### src/rtl/counter_sweep_ctrl.sv
// Sequences an up/down counter through N full sweeps (load, count up to all-ones, down to zero).
// One cycle from accepted start to load strobe; abort drops the drive strobes in the same cycle.
module counter_sweep_ctrl #(
   parameter int DATA_WIDTH   = 5,
   parameter int CYCLES_WIDTH = 4
) (
   input  logic                    i_clk,
   input  logic                    i_rst_n,
   input  logic                    i_start,
   input  logic [DATA_WIDTH-1:0]   i_start_val,
   input  logic [CYCLES_WIDTH-1:0] i_cycles,
   input  logic                    i_abort,
   input  logic                    i_high,
   input  logic                    i_low,
   output logic                    o_load,
   output logic [DATA_WIDTH-1:0]   o_load_val,
   output logic                    o_up,
   output logic                    o_down,
   output logic                    o_busy,
   output logic                    o_done,
   output logic [CYCLES_WIDTH-1:0] o_sweep_cnt
);

   typedef enum logic [2:0] {
      S_IDLE,
      S_LOAD,
      S_UP,
      S_DOWN,
      S_DONE
   } state_t;

   state_t                  state_q, state_d;
   logic [DATA_WIDTH-1:0]   load_val_q, load_val_d;
   logic [CYCLES_WIDTH-1:0] cycles_q, cycles_d;
   logic [CYCLES_WIDTH-1:0] sweep_cnt_q, sweep_cnt_d;
   logic [CYCLES_WIDTH-1:0] sweep_inc;
   logic                    load_q, load_d;
   logic                    up_q, up_d;
   logic                    down_q, down_d;
   logic                    busy_q, busy_d;
   logic                    done_q, done_d;

   always_comb begin
      state_d     = state_q;
      load_val_d  = load_val_q;
      cycles_d    = cycles_q;
      sweep_cnt_d = sweep_cnt_q;
      sweep_inc   = sweep_cnt_q + 1'b1;

      case (state_q)
         S_IDLE: begin
            if (i_start && !i_abort) begin
               load_val_d  = i_start_val;
               cycles_d    = (i_cycles == '0) ? CYCLES_WIDTH'(1) : i_cycles;
               sweep_cnt_d = '0;
               state_d     = S_LOAD;
            end
         end
         S_LOAD: state_d = S_UP;
         S_UP: begin
            if (i_high) state_d = S_DOWN;
         end
         S_DOWN: begin
            if (i_low) begin
               sweep_cnt_d = sweep_inc;
               state_d     = (sweep_inc == cycles_q) ? S_DONE : S_UP;
            end
         end
         S_DONE:  state_d = S_IDLE;
         default: state_d = S_IDLE;
      endcase

      // Abort overrides any progress made this cycle, including a sweep completion.
      if (state_q != S_IDLE && i_abort) begin
         state_d     = S_IDLE;
         sweep_cnt_d = sweep_cnt_q;
      end

      load_d = (state_d == S_LOAD);
      up_d   = (state_d == S_UP);
      down_d = (state_d == S_DOWN);
      busy_d = (state_d != S_IDLE);
      done_d = (state_d == S_DONE);
   end

   always_ff @(posedge i_clk or negedge i_rst_n) begin
      if (!i_rst_n) begin
         state_q     <= S_IDLE;
         load_val_q  <= '0;
         cycles_q    <= '0;
         sweep_cnt_q <= '0;
         load_q      <= 1'b0;
         up_q        <= 1'b0;
         down_q      <= 1'b0;
         busy_q      <= 1'b0;
         done_q      <= 1'b0;
      end else begin
         state_q     <= state_d;
         load_val_q  <= load_val_d;
         cycles_q    <= cycles_d;
         sweep_cnt_q <= sweep_cnt_d;
         load_q      <= load_d;
         up_q        <= up_d;
         down_q      <= down_d;
         busy_q      <= busy_d;
         done_q      <= done_d;
      end
   end

   // Gating by the counter flags keeps the counter from wrapping at either end.
   assign o_load      = load_q & ~i_abort;
   assign o_up        = up_q & ~i_high & ~i_abort;
   assign o_down      = down_q & ~i_low & ~i_abort;
   assign o_load_val  = load_val_q;
   assign o_busy      = busy_q;
   assign o_done      = done_q;
   assign o_sweep_cnt = sweep_cnt_q;

endmodule

### config.mk
export PLATFORM = sky130hd
export DESIGN_NAME = counter_sweep_ctrl
export DESIGN_NICKNAME = d
export VERILOG_FILES = /design/src/rtl/counter_sweep_ctrl.sv
export SDC_FILE = /design/constraint.sdc
export NUM_CORES = 1
export LEC_CHECK = 0
export CAP_MARGIN = 10
export CORE_UTILIZATION = 40
export DETAILED_ROUTE_END_ITERATION = 6
export PLACE_DENSITY = 0.7
export SYNTH_ARGS = -nofsm -noshare
export SYNTH_HDL_FRONTEND = slang
export SYNTH_SLANG_ARGS = --single-unit
### constraint.sdc
create_clock -name i_clk -period 1.6 [get_ports i_clk]
set_input_delay 0.16 -clock i_clk [delete_from_list [all_inputs] [get_ports i_clk]]
set_output_delay 0.16 -clock i_clk [all_outputs]
set_load 0.02 [all_outputs]
==> metrics.md <==
| Metric | Value |
|---|---|
| Reg2Reg Depth | 5 |
| CTS Root Cell | clkbuf_4 |
| Post-synthesis register bit count | 21 |
| MaxCap Viol Count | 0 |
| Final Setup Violations | 0 |
| Antenna Nets Post-Route | 0 |
| CTS tree | done |
| TritonCTS Buffers | 3 |
| Yosys warning total | 0 |
| Pin count of the biggest net entering global routing | 22 |
| Mapped Area | roughly 940 um^2 |
| Synthesized area per cell | 11.8 um^2 |
| Critical R2R Capture | up_q$_DFF_PN0_ |
| Sequential cell area fraction in the yosys report | between 50 and 60% |
| Post-CTS setup buffers | 0 |
| Worst-path cell chain | clkdlybuf4s50_1 |
| First-pass GRT wire length | ~3200 um |
| Syn nets | 96 |
| Share of post-route cells with drive strength above 1 | 19.5% |
| Detailed router's first-iteration violation count | 0 |
| Worst-Margin Slew | 0.353 ns |
| Worst-skew pair later-pin latency | around 0.29 ns |
| CP Data Arrival Time | 1.37 ns |
| Layout Nets | 135 |
| R2R setup slack | roughly 0.16 ns |
| Die height | 50.5 um |
| Max Slew Vio Count | 0 |
| GRT Total Usage | 17.1% |
| Yosys cell types | 26 |
| Starting density of the core | 42.5% |
| Vias per cell | 5.04 |
| Reg clk slew, reported paths | approximately 0.12 ns |
| Final setup margin | 0.0683 ns |
| Via total after detailed routing | about 740 |
| Vias in the first global route | ~760 |
| Longest Clk Path Bufs | 2 |
| Most frequent cells in the layout | clkdlybuf4s50_1 (24), dfrtp_1 (21), mux2_2 (8) |
| P per Cell Area | 1120 nW/um^2 |
| Setup TNS | 0 ns |
| RSZ-0062 raised after global routing | yes |
| Worst setup SP type | flip-flop |
| Max H-tree Level | 1 |
| Tmin final | 1.53 ns |
| GP Congestion | 0.827 |
| Drt first pass iters | 1 |
| Slew margin rel. | 76.3% |
| Crit Reg-Reg Startpoint | o_sweep_cnt[1]$_DFFE_PN0P_ |
| Area after DPL | 1320 um^2 |
| Area grow syn2layout | 44.1% |
| Post-route cell area | 1360 um^2 |
| Fin crit share | 95.7% |
| Post-DP HPWL | 1430 um |
| Chip width | 50.5 um |
| Row cnt | 17 |
| DR DRC count | 0 |
| Die area | approximately 2600 um^2 |
| I/O Pins | 29 |
| Status | finished clean |
| CTS Hold Buffers Added | 0 |
| Core area | 2210 um^2 |
| P_leak | 0.619 nW |
| Commonest non-fill, non-tap cell in the layout | clkdlybuf4s50_1 |
| Critical path required time | roughly 1.4 ns |
| I/O Buffers | 28 |
| GRT overflow | 0 |
| Worst path slowest cell | clkdlybuf4s50_1 |
| Largest stage delay, worst path | 0.63 ns |
| Number of diodes | 0 |
| Cell family with most CP delay | buffers and inverters |
| Max Clk Rate | about 650 MHz |
| Pre-CTS WS | -0.0301 ns |
| Max FO, Critical Path | 5 |
| Max Clock Skew | 0.00412 ns |
| CTS Sinks | 21 |
| Mapped Cells | 80 |
| Hold Violations, Final | 0 |
| DR WL/cell | 12.6 um |
| Fin util | 61.3% |
| Crit path buffers/inverters | 1 |
| Crit end category | primary output |
| Antenna violations before repair | 0 |
| WL final | between 1500 and 2000 um |
| VDD IR max | 760 uV |
| Critical path class | flip-flop to primary output |
| Min-delay worst type | primary input to asynchronous set/reset pin |
layout make-up:
class	instances	area, um^2
fill	202	856
sequential	21	526
multi-input combinational	56	414
timing repair buffer	35	348
tap	28	35.0
clock buffer	4	26.3
inverter	2	7.51
per-layer routing:
layer | vias to the layer above | GRT usage (%) | part of all wire (%)
li1 | 355 | - | -
met1 | 359 | 19.9 | 45
met2 | 20 | 30.0 | 50
met3 | 2 | 3.64 | 4.6
met4 | 0 | 7.41 | 0.87
met5 | - | 0 | 0
synth_stat cells:
master      n  area share [%]
mux2_2      8             9.6
nand2b_1    2             1.3
or4_1       1            0.80
nand2_1     5             2.0
o21ai_0     5             2.7
o21bai_1    1            0.80
nor3b_1     4             3.2
o21ai_2     1            0.93
xor2_1      2             1.9
and3_4      1             1.2
dfrtp_1    21              56
ha_1        1             1.3
nor3_1      2             1.1
nor2_1      5             2.0
inv_1       2            0.80
o211a_1     1             1.1
o31ai_1     1            0.80
nand3b_1    2             1.6
nand3_1     3             1.6
buf_2       1            0.53
o2bb2ai_1   1            0.93
nor4_1      2             1.3
nor2_4      1             1.2
a21oi_1     1            0.53
xnor2_1     4             3.7
nor2b_1     2             1.3
worst register-to-register path: cells and delay by family, from the launching register on:
kind / cells / cell delay [ns]
flip-flops: 1 / 0.43
AND/OR/NAND/NOR: 3 / 0.41
adder cells (fa/ha/maj): 1 / 0.32
XOR/XNOR: 1 / 0.15
how the worst max path moves through the flow:
stage                                end  cells after the start                        from  slack [ns]
2_1_floorplan             up_q$_DFF_PN0_                      5  o_sweep_cnt[0]$_DFFE_PN0P_        0.09
3_3_place_gp   o_load_val[1]$_DFFE_PN0P_                      6                     i_abort      -0.002
3_5_place_dp                        o_up                      3                     i_abort       -0.03
4_1_cts                   o_sweep_cnt[0]                      2  o_sweep_cnt[0]$_DFFE_PN0P_       0.008
5_1_grt             state_q[2]$_DFF_PN0_                      4  o_sweep_cnt[1]$_DFFE_PN0P_      -0.005
6_report                  o_sweep_cnt[2]                      1  o_sweep_cnt[2]$_DFFE_PN0P_        0.07
sequential cells by signal, indices dropped and copies added (netlist names):
signal and flops:
cycles_q 4, down_q 1, load_q 1, o_busy 1, o_done 1, o_load_val 5
o_sweep_cnt 4, state_q 3, up_q 1
kinds of logic after synthesis:
kind of cell / Yosys count / synth area share (%)
and+or+nand+nor: 30 / 18.6
AOI/OAI and AO/OA: 11 / 7.71
muxes: 8 / 9.57
DFF: 21 / 55.9
buffers and inverters: 3 / 1.33
xor gates and xnor gates: 6 / 5.59
adders and majority gates: 1 / 1.33
metrics by stage:
step | hold WS (ns) | power, mW | cells
after floorplan | -0.136 | 1.02 | 80
after global placement | 0.482 | 1.26 | 142
after detailed placement | 0.500 | 1.28 | 142
after CTS | 0.190 | 1.54 | 146
after global routing | 0.201 | 1.62 | 146
final | 0.186 | 1.52 | 146
where the power goes:
part	switching [mW]	internal (mW)	total, mW	leakage, nW
clock	0.154	0.0969	0.251	0.0150
sequential	0.0753	0.648	0.723	0.269
combinational	0.250	0.295	0.545	0.335
what timing repair did:
action | 4_1_cts | 5_1_grt
pin swaps | 0 | 1
resized for setup | 2 | 4
endpoints found under the setup margin | 2 | 5
Note: power is estimated with default switching activity, not from simulation.
